### config.mk
export PLATFORM = sky130hd
export DESIGN_NAME = hazard_stall_controller
export DESIGN_NICKNAME = d
export VERILOG_FILES = /design/src/rtl/hazard_stall_controller.sv
export SDC_FILE = /design/constraint.sdc
export NUM_CORES = 1
export LEC_CHECK = 0
export BUFFER_PORTS_ARGS = -buffer_cell sky130_fd_sc_hd__buf_2
export CAP_MARGIN = 20
export CORE_MARGIN = 2
export CORE_UTILIZATION = 35
export CTS_BUF_LIST = sky130_fd_sc_hd__clkbuf_16
export DETAILED_ROUTE_END_ITERATION = 12
export PLACE_DENSITY_LB_ADDON = 0.05
export SLEW_MARGIN = 20
export SYNTH_ARGS = -nofsm -noshare
export SYNTH_HDL_FRONTEND = slang
export SYNTH_SLANG_ARGS = --single-unit
### constraint.sdc
create_clock -name clk -period 2 [get_ports clk]
set_input_delay 0.2 -clock clk [delete_from_list [all_inputs] [get_ports clk]]
set_output_delay 0.2 -clock clk [all_outputs]
set_load 0.02 [all_outputs]
### src/rtl/hazard_stall_controller.sv
// Pipeline enable/flush sequencing for load-use stalls, redirects and data-memory waits.
// Define HAZARD_PERF_COUNTERS_EN to build the saturating performance counters.
module hazard_stall_controller #(
  parameter int REG_ADDR_WIDTH = 5,
  parameter int MEM_TIMEOUT    = 15,
  parameter int COUNT_WIDTH    = 32
) (
  input  logic                      clk,
  input  logic                      rst_n,
  input  logic [REG_ADDR_WIDTH-1:0] idRs1,
  input  logic [REG_ADDR_WIDTH-1:0] idRs2,
  input  logic                      idUsesRs1,
  input  logic                      idUsesRs2,
  input  logic [REG_ADDR_WIDTH-1:0] exRd,
  input  logic                      exMemoryReadEnable,
  input  logic                      exPcUpdateTaken,
  input  logic                      memRequest,
  input  logic                      memReady,
  output logic                      pcWriteEnable,
  output logic                      pcSelectTarget,
  output logic                      ifIdWriteEnable,
  output logic                      ifIdFlush,
  output logic                      idExWriteEnable,
  output logic                      idExFlush,
  output logic                      exMemWriteEnable,
  output logic                      memWbFlush,
  output logic                      memTimeout,
  output logic [COUNT_WIDTH-1:0]    loadUseCount,
  output logic [COUNT_WIDTH-1:0]    redirectCount,
  output logic [COUNT_WIDTH-1:0]    memWaitCount
);

  localparam int WAIT_W = (MEM_TIMEOUT < 2) ? 1 : $clog2(MEM_TIMEOUT + 1);
  localparam logic [WAIT_W-1:0] TIMEOUT_VAL = WAIT_W'(MEM_TIMEOUT);

  typedef enum logic {RUN, MEM_WAIT} state_t;

  state_t            state_reg, state_next;
  logic [WAIT_W-1:0] wait_cnt_reg, wait_cnt_next;

  logic mem_stall, timeout_hit, freeze, redirect, load_use;
  logic rs1_hit, rs2_hit;

  // A timed-out wait releases exactly like memReady would.
  assign mem_stall   = memRequest && !memReady;
  assign timeout_hit = (state_reg == MEM_WAIT) && mem_stall && (wait_cnt_reg == TIMEOUT_VAL);
  assign freeze      = mem_stall && !timeout_hit;
  assign redirect    = exPcUpdateTaken && !freeze;
  assign rs1_hit     = idUsesRs1 && (idRs1 == exRd);
  assign rs2_hit     = idUsesRs2 && (idRs2 == exRd);
  assign load_use    = exMemoryReadEnable && (exRd != '0) && (rs1_hit || rs2_hit)
                       && !freeze && !redirect;

  always_ff @(posedge clk or negedge rst_n) begin
    if (!rst_n) begin
      state_reg    <= RUN;
      wait_cnt_reg <= '0;
    end else begin
      state_reg    <= state_next;
      wait_cnt_reg <= wait_cnt_next;
    end
  end

  always_comb begin
    state_next       = state_reg;
    wait_cnt_next    = wait_cnt_reg;
    pcWriteEnable    = 1'b1;
    pcSelectTarget   = 1'b0;
    ifIdWriteEnable  = 1'b1;
    ifIdFlush        = 1'b0;
    idExWriteEnable  = 1'b1;
    idExFlush        = 1'b0;
    exMemWriteEnable = 1'b1;
    memWbFlush       = 1'b0;
    memTimeout       = timeout_hit;

    case (state_reg)
      RUN: begin
        if (freeze) begin
          state_next    = MEM_WAIT;
          wait_cnt_next = WAIT_W'(1);
        end
      end
      MEM_WAIT: begin
        if (freeze) begin
          wait_cnt_next = wait_cnt_reg + WAIT_W'(1);
        end else begin
          state_next    = RUN;
          wait_cnt_next = '0;
        end
      end
      default: begin
        state_next    = RUN;
        wait_cnt_next = '0;
      end
    endcase

    if (freeze) begin
      pcWriteEnable    = 1'b0;
      ifIdWriteEnable  = 1'b0;
      idExWriteEnable  = 1'b0;
      exMemWriteEnable = 1'b0;
      memWbFlush       = 1'b1;
    end else if (redirect) begin
      pcSelectTarget = 1'b1;
      ifIdFlush      = 1'b1;
      idExFlush      = 1'b1;
    end else if (load_use) begin
      pcWriteEnable   = 1'b0;
      ifIdWriteEnable = 1'b0;
      idExFlush       = 1'b1;
    end

    // While reset is held every stage is parked on a bubble.
    if (!rst_n) begin
      pcWriteEnable    = 1'b0;
      pcSelectTarget   = 1'b0;
      ifIdWriteEnable  = 1'b0;
      ifIdFlush        = 1'b1;
      idExWriteEnable  = 1'b0;
      idExFlush        = 1'b1;
      exMemWriteEnable = 1'b0;
      memWbFlush       = 1'b1;
      memTimeout       = 1'b0;
    end
  end

`ifdef HAZARD_PERF_COUNTERS_EN
  logic [2:0]             count_evt;
  logic [COUNT_WIDTH-1:0] perf_reg [3];

  assign count_evt = {freeze, redirect, load_use};

  generate
    for (genvar gi = 0; gi < 3; gi++) begin : g_perf
      always_ff @(posedge clk or negedge rst_n) begin
        if (!rst_n) begin
          perf_reg[gi] <= '0;
        end else if (count_evt[gi] && (perf_reg[gi] != '1)) begin
          perf_reg[gi] <= perf_reg[gi] + COUNT_WIDTH'(1);
        end
      end
    end
  endgenerate

  assign loadUseCount  = perf_reg[0];
  assign redirectCount = perf_reg[1];
  assign memWaitCount  = perf_reg[2];
`else
  assign loadUseCount  = '0;
  assign redirectCount = '0;
  assign memWaitCount  = '0;
`endif

endmodule

==> impl_summary.md, run 1 <==
Outcome
The flow ran to the end, and the final reports show no timing, DRC or antenna violations.

Critical path
The worst setup path is captured at an output pin. The endpoint of the most critical register-to-register path is wait_cnt_reg[0]$_DFFE_PN0P_. The worst register-to-register path begins at wait_cnt_reg[0]$_DFFE_PN0P_. The capturing element of the worst setup path is idExFlush. The nature of the critical path startpoint is a flop. The cell depth of the worst flop-to-flop path is 5.

By startpoint and endpoint, the worst setup path is classified as reg -> out. In this run the worst path has a maximum fanout of 4. The register-to-register setup slack is 0.69 ns. Data on the critical path is required at its endpoint by between 1.5 and 2 ns.

STA puts the critical path data arrival time at ~1.7 ns. The origin of the worst setup path is wait_cnt_reg[0]$_DFFE_PN0P_.

Cells and area
The total of fill cells in the finished design is between 300 and 400. The final cell count without fillers is 233. The cell area after layout is between 1000 and 1500 sq um. The flip-flop count of the largest register after layout is 4.

The share of cells above drive strength 1 is between 20% and 30%. The final net count is ~210. From synthesis to final layout, the design area changed by -2.56%. 0 antenna diodes ended up in the layout. Cells fill 34.7% of the core in the end.

Floorplan
The die covers ~3800 sq um. After floorplanning, the core was divided into 21 placement rows. The core outline area is 3280 sq um. The die height is roughly 60 um.

The die width is around 62 um. between 100 and 150 I/O pins were placed. For this configuration, the core starts out at a cell density of ~36%.

Drt
The via total after detailed routing is ~760. The count of nets left with antenna violations once routing finished came out at 0. The number of search-and-repair iterations in the first detailed-routing pass is 4. After detailed routing, the average wire length per cell comes to between 7 and 8 um. The via-per-instance ratio is roughly 3.2.

The routed design has 1730 um of wire. After the first detailed-routing iteration, the DRC count stood at 10. For this run, design rule violations remaining after detail routing come to 0.

Power
The worst-case IR drop observed on VDD is between 0.2 and 0.25 mV. The static leakage is between 0.7 and 0.8 nW. Dividing total power by cell area gives a power density of around 620 nW/um^2.

Place
Once detailed placement completed, the half-perimeter wirelength came to between 1500 and 2000 um. The number of buffers inserted by port buffering is 31. The cell total after placement is about 220. The placed standard-cell area is between 1000 and 1500 sq um. The congestion estimate from routability-driven global placement came to between 0.6 and 0.7.

Timing
The final critical delay including setup and external delays is ~1.9 ns. The worst hold-check slack is roughly 0.36 ns. Derived from the worst setup path, the maximum achievable clock frequency is between 500 and 600 MHz.

The total count of max-transition violations in the final report was 0. The final count of negative-setup-slack endpoints is 0. Of the available clock period, the critical path in the final layout requires ~97%. The count of final hold-check violations is 0.

The final worst clock skew is between 0.0009 and 0.001 ns.

Synth
The post-synthesis register bit count is 5. The most common cell in the netlist is sky130_fd_sc_hd__buf_4. By area the synthesized netlist is led by sky130_fd_sc_hd__buf_4 (63%), sky130_fd_sc_hd__dfrtp_1 (11%), sky130_fd_sc_hd__xor2_1 (6.0%), sky130_fd_sc_hd__o21ai_0 (2.1%), sky130_fd_sc_hd__and3_1 (1.6%). The top cell type by area accounts for between 60% and 70% of the synthesized area. The main flop type after synthesis is sky130_fd_sc_hd__dfrtp_1. For this run, the register share of the synthesized area comes to around a tenth.

The synthesized netlist contains 26 unique library cells. The cell area after synthesis is 1170 sq um. Counting flops with a built-in enable in the synthesized netlist gives 0. For this run, asynchronously set or reset flops after synthesis account for 100%. Counting every instance in the synthesized netlist gives 149. The Yosys step of the flow raised 0 warnings. In the synthesized netlist, the cells that appear most often are sky130_fd_sc_hd__buf_4 (98), sky130_fd_sc_hd__xor2_1 (8), sky130_fd_sc_hd__dfrtp_1 (5), sky130_fd_sc_hd__o21ai_0 (5), sky130_fd_sc_hd__nand2_1 (4).

Averaged over all synthesized cells, the footprint is a little under 8 sq um. The synthesized design spends more area on one cell type than any other, namely sky130_fd_sc_hd__buf_4.

Worst hold path
The path class of the tightest hold or removal check is in -> async.

GRT
The first global-routing pass estimated around 2000 um of wire. Entering global routing, the biggest net connects 12 pins. Global routing used under 10% of the available tracks across all layers. The global-route met3 utilization is a little over 4%. The aggregate global routing overflow is 0.

Global routing consumed, on the met2 layer, between 10 and 15% of the routing resources. The met1 routing resource usage after global routing is under 10%. The most used routing layer in global routing is met2. The initial antenna violation count is 0. The via count of the first global-routing pass came to around 520.

Clocking
Clock-pin slew was measured on the worst setup and hold paths at approximately 0.030 ns. The count of clock tree sinks is 5. The total clock buffers created by CTS is 3. The level count of the clock H-tree is 1.

The clock latency of the later-clocked register in the worst-skew pair is approximately 0.23 ns. The longest clock path from root to sink contains 2 buffers. TritonCTS built the clock tree.

CTS placed an instance of sky130_fd_sc_hd__clkbuf_16 at the clock tree root.

Flow run
Max-cap violations in this run came to 0.
-- worst min path at each step --
stage	start	end	slack, ns	cells after the start
CTS	rst_n	wait_cnt_reg[3]$_DFFE_PN0P_	0.36	2
finish	rst_n	wait_cnt_reg[2]$_DFFE_PN0P_	0.36	2
detailed placement	rst_n	wait_cnt_reg[2]$_DFFE_PN0P_	0.06	1
global route	rst_n	wait_cnt_reg[3]$_DFFE_PN0P_	0.38	2
global placement	rst_n	wait_cnt_reg[2]$_DFFE_PN0P_	0.06	1
floorplan	rst_n	state_reg$_DFF_PN0_	-0.1	0
-- critical path: stages (launching register included) --
cell and delay [ns]:
sky130_fd_sc_hd__dfrtp_1 0.39, sky130_fd_sc_hd__ha_2 0.22, sky130_fd_sc_hd__and3_1 0.19, sky130_fd_sc_hd__a21o_1 0.14, sky130_fd_sc_hd__inv_1 0.06, sky130_fd_sc_hd__o311ai_2 0.28
sky130_fd_sc_hd__buf_2 0.22
-- layout by cell type (no fill, tap or decap), drive strengths merged, types with 3 or more instances in the layout --
cell and n:
conb 96, buf 36, xor2 8, o21ai 5
dfrtp 5, inv 4, nand2 4, and3 3
nor2 3, clkbuf 3
-- cell families (layout without fill, tap and decap cells) --
| logic type | Yosys count | after routing | synth area share (%) |
|---|---|---|---|
| simple gates | 18 | 18 | 8.87 |
| fa+ha+maj | 1 | 1 | 1.07 |
| flops | 5 | 5 | 10.7 |
| buf+inv | 101 | 44 | 63.8 |
| mux | 1 | 1 | 0.855 |
| other cells | 1 | 96 | 0.320 |
| xor+xnor | 10 | 10 | 7.48 |
| compound gates | 12 | 12 | 6.94 |
-- per-layer routing --
layer,up-vias,wire (um)
met1,335,555
met5,-,0
met4,0,8
met2,60,923
met3,2,241
li1,358,-
-- stage by stage --
step / worst slack [ns] / total power [mW] / TNS [ns]
2_1_floorplan: 0.173 / 0.470 / 0
3_3_place_gp: 0.250 / 0.371 / 0
3_5_place_dp: 0.184 / 0.371 / 0
4_1_cts: 0.0343 / 0.702 / 0
5_1_grt: -0.0523 / 0.757 / -0.0523
6_report: 0.0660 / 0.713 / 0
-- layout make-up --
type,instances,area [sq um],area share (%)
Clock buffer,3,75.1,6.58
Clock inverter,1,3.75,0.329
Inverter,3,11.3,0.987
Multi-Input combinational cell,138,666,58.3
Sequential cell,5,125,11.0
Tap cell,46,57.6,5.04
Timing Repair Buffer,37,203,17.8
-- what timing repair did --
| item | 4_1_cts | 5_1_grt |
|---|---|---|
| hold buffers | 1 | 0 |
| setup buffers | 1 | 4 |
| pin swaps | 1 | 0 |
| hold endpoints to repair | 5 | 0 |
| resized for setup | 0 | 2 |
| setup endpoints to repair | 1 | 4 |
-- power by group --
part	switching, mW	internal, mW	total [mW]
sequential	0.00566	0.107	0.113
combinational	0.219	0.0598	0.279
clock	0.0628	0.259	0.321
Power figures use the tool's default switching activity.
==> run 2, diff against run 1 <==
--- a/config.mk
+++ b/config.mk
@@ -8,8 +8,8 @@
 export BUFFER_PORTS_ARGS = -buffer_cell sky130_fd_sc_hd__buf_2
 export CAP_MARGIN = 20
 export CORE_MARGIN = 2
-export CORE_UTILIZATION = 35
-export CTS_BUF_LIST = sky130_fd_sc_hd__clkbuf_16
+export CORE_UTILIZATION = 36
+export CTS_BUF_LIST = sky130_fd_sc_hd__clkbuf_4
 export DETAILED_ROUTE_END_ITERATION = 12
 export PLACE_DENSITY_LB_ADDON = 0.05
 export SLEW_MARGIN = 20
==> impl_summary.md, run 2 (synthesized netlist as in run 1, its figures left out) <==
Clocking
The clock latency of the later-clocked register in the worst-skew pair is 0.24 ns (about the same). The level count of the clock H-tree is 1 (unchanged). The count of clock tree sinks is 5 (unchanged). The number of buffers on the longest clock path was 2 (unchanged). The clock-pin slew on the worst setup and hold paths is 0.05 ns (+0.02 ns).

The total clock buffers created by CTS was 3 (unchanged). TritonCTS built the clock tree. The CTS root buffer is sky130_fd_sc_hd__clkbuf_4.

Drt
The number of search-and-repair iterations in the first detailed-routing pass was 4 (unchanged). The number of remaining DRC errors is 0 (unchanged). The first-iteration detailed-routing DRC count is 6 (-4).

The wire length per cell is 7.79 um (+5.1%). The residual antenna-violating net count after detailed routing is 0 (unchanged). The via-per-instance ratio is 3.24 (-0.14%). The aggregate routed wire length was 1790 um (+3.3%). The via total after detailed routing was 741 (-1.9%).

Critical path
The maximum fanout along the worst path was 5 (+1). The data arrival time of the worst path was 1.69 ns (-0.04 ns). The capturing element type of the critical path is an output pin. The endpoint required time on the critical path was 1.80 ns (about the same). The cell depth of the worst flop-to-flop path came to 5 (unchanged). The worst setup path is launched from a flop. The critical path is of the reg -> out type. The register-to-register setup slack is 0.73 ns (+0.04 ns).

The endpoint of the most critical register-to-register path is wait_cnt_reg[0]$_DFFE_PN0P_. The startpoint of the worst-slack reg-to-reg timing path is wait_cnt_reg[0]$_DFFE_PN0P_.

GRT
The largest net degree at the start of global routing is 12 (unchanged). The global-route met3 utilization is 3.57% (-0.57 points). The via count of the first global-routing pass is 519 (unchanged). The global-route wire length before repair is 2170 um (+6.1%).

The most used routing layer in global routing is met2. The initial antenna violation count came to 0 (unchanged). The met2 usage is 12.8% (-0.77 points). The global-route usage over all layers is 7.80% (+0.14 points). The met1 routing resource usage after global routing is 9.32% (+1.7 points).

The aggregate global routing overflow came to 0 (unchanged).

Timing
The final count of negative-setup-slack endpoints came to 0 (unchanged). Setup repair after global routing left no endpoint under its margin. The final cycle utilization of the critical path was 94.7% (-2.0 points).

The count of final hold-check violations came to 0 (unchanged). The final critical delay including setup and external delays is 1.89 ns (-0.0402 ns). The final worst clock skew is 0.00394 ns (+0.00300 ns).

The total count of max-transition violations in the final report was 0 (unchanged). The upper clock frequency limit is 528 MHz (+2.1%). The sum of negative setup slack is 0 ns (unchanged).

Place
The placed standard-cell area came to 1000 sq um (-0.25%). The HPWL after detailed placement is 1650 um (+9.2%). The number of buffers inserted by port buffering is 31 (unchanged).

The placer's final routability congestion estimate is 0.691 (+0.26%).

Cells and area
In the layout the commonest cells are sky130_fd_sc_hd__conb_1 (96), sky130_fd_sc_hd__buf_2 (30), sky130_fd_sc_hd__xor2_1 (8), sky130_fd_sc_hd__o21ai_0 (5), sky130_fd_sc_hd__dfrtp_1 (5). The final net count is 210 (-0.94%). The total of fill cells in the finished design was 356 (-6.6%). The count of inserted antenna diode cells is 0 (unchanged). The synthesis-to-layout area growth is -8.01%.

The cell area after layout is 1080 sq um (-5.6%). The share of cells above drive strength 1 is 22.2% (-0.30 points). The library cell used most frequently in the layout, excluding fill and tap cells, is sky130_fd_sc_hd__conb_1. The flip-flop count of the largest register after layout came to 4 (unchanged).

Floorplan
The top-level port count is 128 (unchanged). The die width is 61.0 um (-1.3%). The die height is 61.0 um (-1.3%).

The core outline area was 3080 sq um (-6.3%). The area of the die is 3730 sq um (-2.6%). The initial standard-cell utilization of the core is 38.0% (+2.4 points). The number of rows created at floorplan is 20 (-4.8%).

Outcome
The run finished with clean final reports.

Worst hold path
The min-delay analysis places its worst path in the category in -> async.

Power
The largest vdd supply drop is 0.116 mV (-51%). The power per standard cell area was 480 nW/um^2 (-23%). The static leakage came to 0.688 nW (-4.5%).

Flow run
The number of max-cap violations is 0 (unchanged).
-- run 2: cell count changes in the layout (fill, tap and decap cells not counted), sizes merged --
cell | previous run | this run
inv | 4 | 3
clkbuf | 3 | 4
buf | 36 | 34
-- run 2: where the power goes --
group	internal, mW	total (mW)	switching (mW)
combinational	0.0545	0.274	0.220
clock	0.0891	0.133	0.0435
sequential	0.107	0.111	0.00387
-- run 2: worst max-delay path by stage --
stage / start / to / slack [ns] / cells past startpoint
floorplan: wait_cnt_reg[0]$_DFFE_PN0P_ / idExFlush / 0.17 / 5
global placement: wait_cnt_reg[0]$_DFFE_PN0P_ / idExFlush / 0.26 / 6
detailed placement: wait_cnt_reg[0]$_DFFE_PN0P_ / idExFlush / 0.21 / 6
CTS: wait_cnt_reg[0]$_DFFE_PN0P_ / idExFlush / 0.02 / 7
global route: wait_cnt_reg[0]$_DFFE_PN0P_ / idExFlush / 0.002 / 7
finish: wait_cnt_reg[0]$_DFFE_PN0P_ / idExFlush / 0.11 / 7
-- run 2: cell type report --
cell class,instances,area (sq um),area share [%]
Multi-Input combinational cell,138,666,61.8
Timing Repair Buffer,35,190,17.7
Sequential cell,5,125,11.6
Tap cell,44,55.1,5.11
Clock buffer,4,30.0,2.79
Inverter,3,11.3,1.05
-- run 2: repair_timing --
action                     4_1_cts  5_1_grt
hold buffers                     1        0
pin swaps                        1        0
setup buffers                    1        2
gates resized for setup          0        3
setup endpoints to repair        1        5
hold endpoints to repair         5        0
-- run 2: critical path: stages, from the launching register on --
cell                       delay (ns)
sky130_fd_sc_hd__dfrtp_1         0.38
sky130_fd_sc_hd__ha_2            0.21
sky130_fd_sc_hd__and3_1          0.16
sky130_fd_sc_hd__a21o_1          0.17
sky130_fd_sc_hd__buf_4           0.15
sky130_fd_sc_hd__nand2_1         0.09
sky130_fd_sc_hd__o311ai_2        0.10
sky130_fd_sc_hd__buf_4           0.18
-- run 2: through the flow --
stage	power [mW]	hold WS (ns)	cells	util (%)	worst slack, ns
2_1_floorplan	0.470	-0.0956	244	-	0.173
3_5_place_dp	0.372	0.0575	221	32.6	0.209
5_1_grt	0.557	0.351	229	35.0	0.00213
3_3_place_gp	0.370	0.0550	221	32.6	0.256
6_report	0.518	0.342	229	35.0	0.106
4_1_cts	0.513	0.337	227	34.1	0.0220
-- run 2: routing by layer --
| layer | part of all wire (%) | vias to the layer above |
|---|---|---|
| li1 | - | 353 |
| met1 | 34 | 322 |
| met2 | 52 | 66 |
| met3 | 14 | 0 |
| met4 | 0 | 0 |
| met5 | 0 | - |
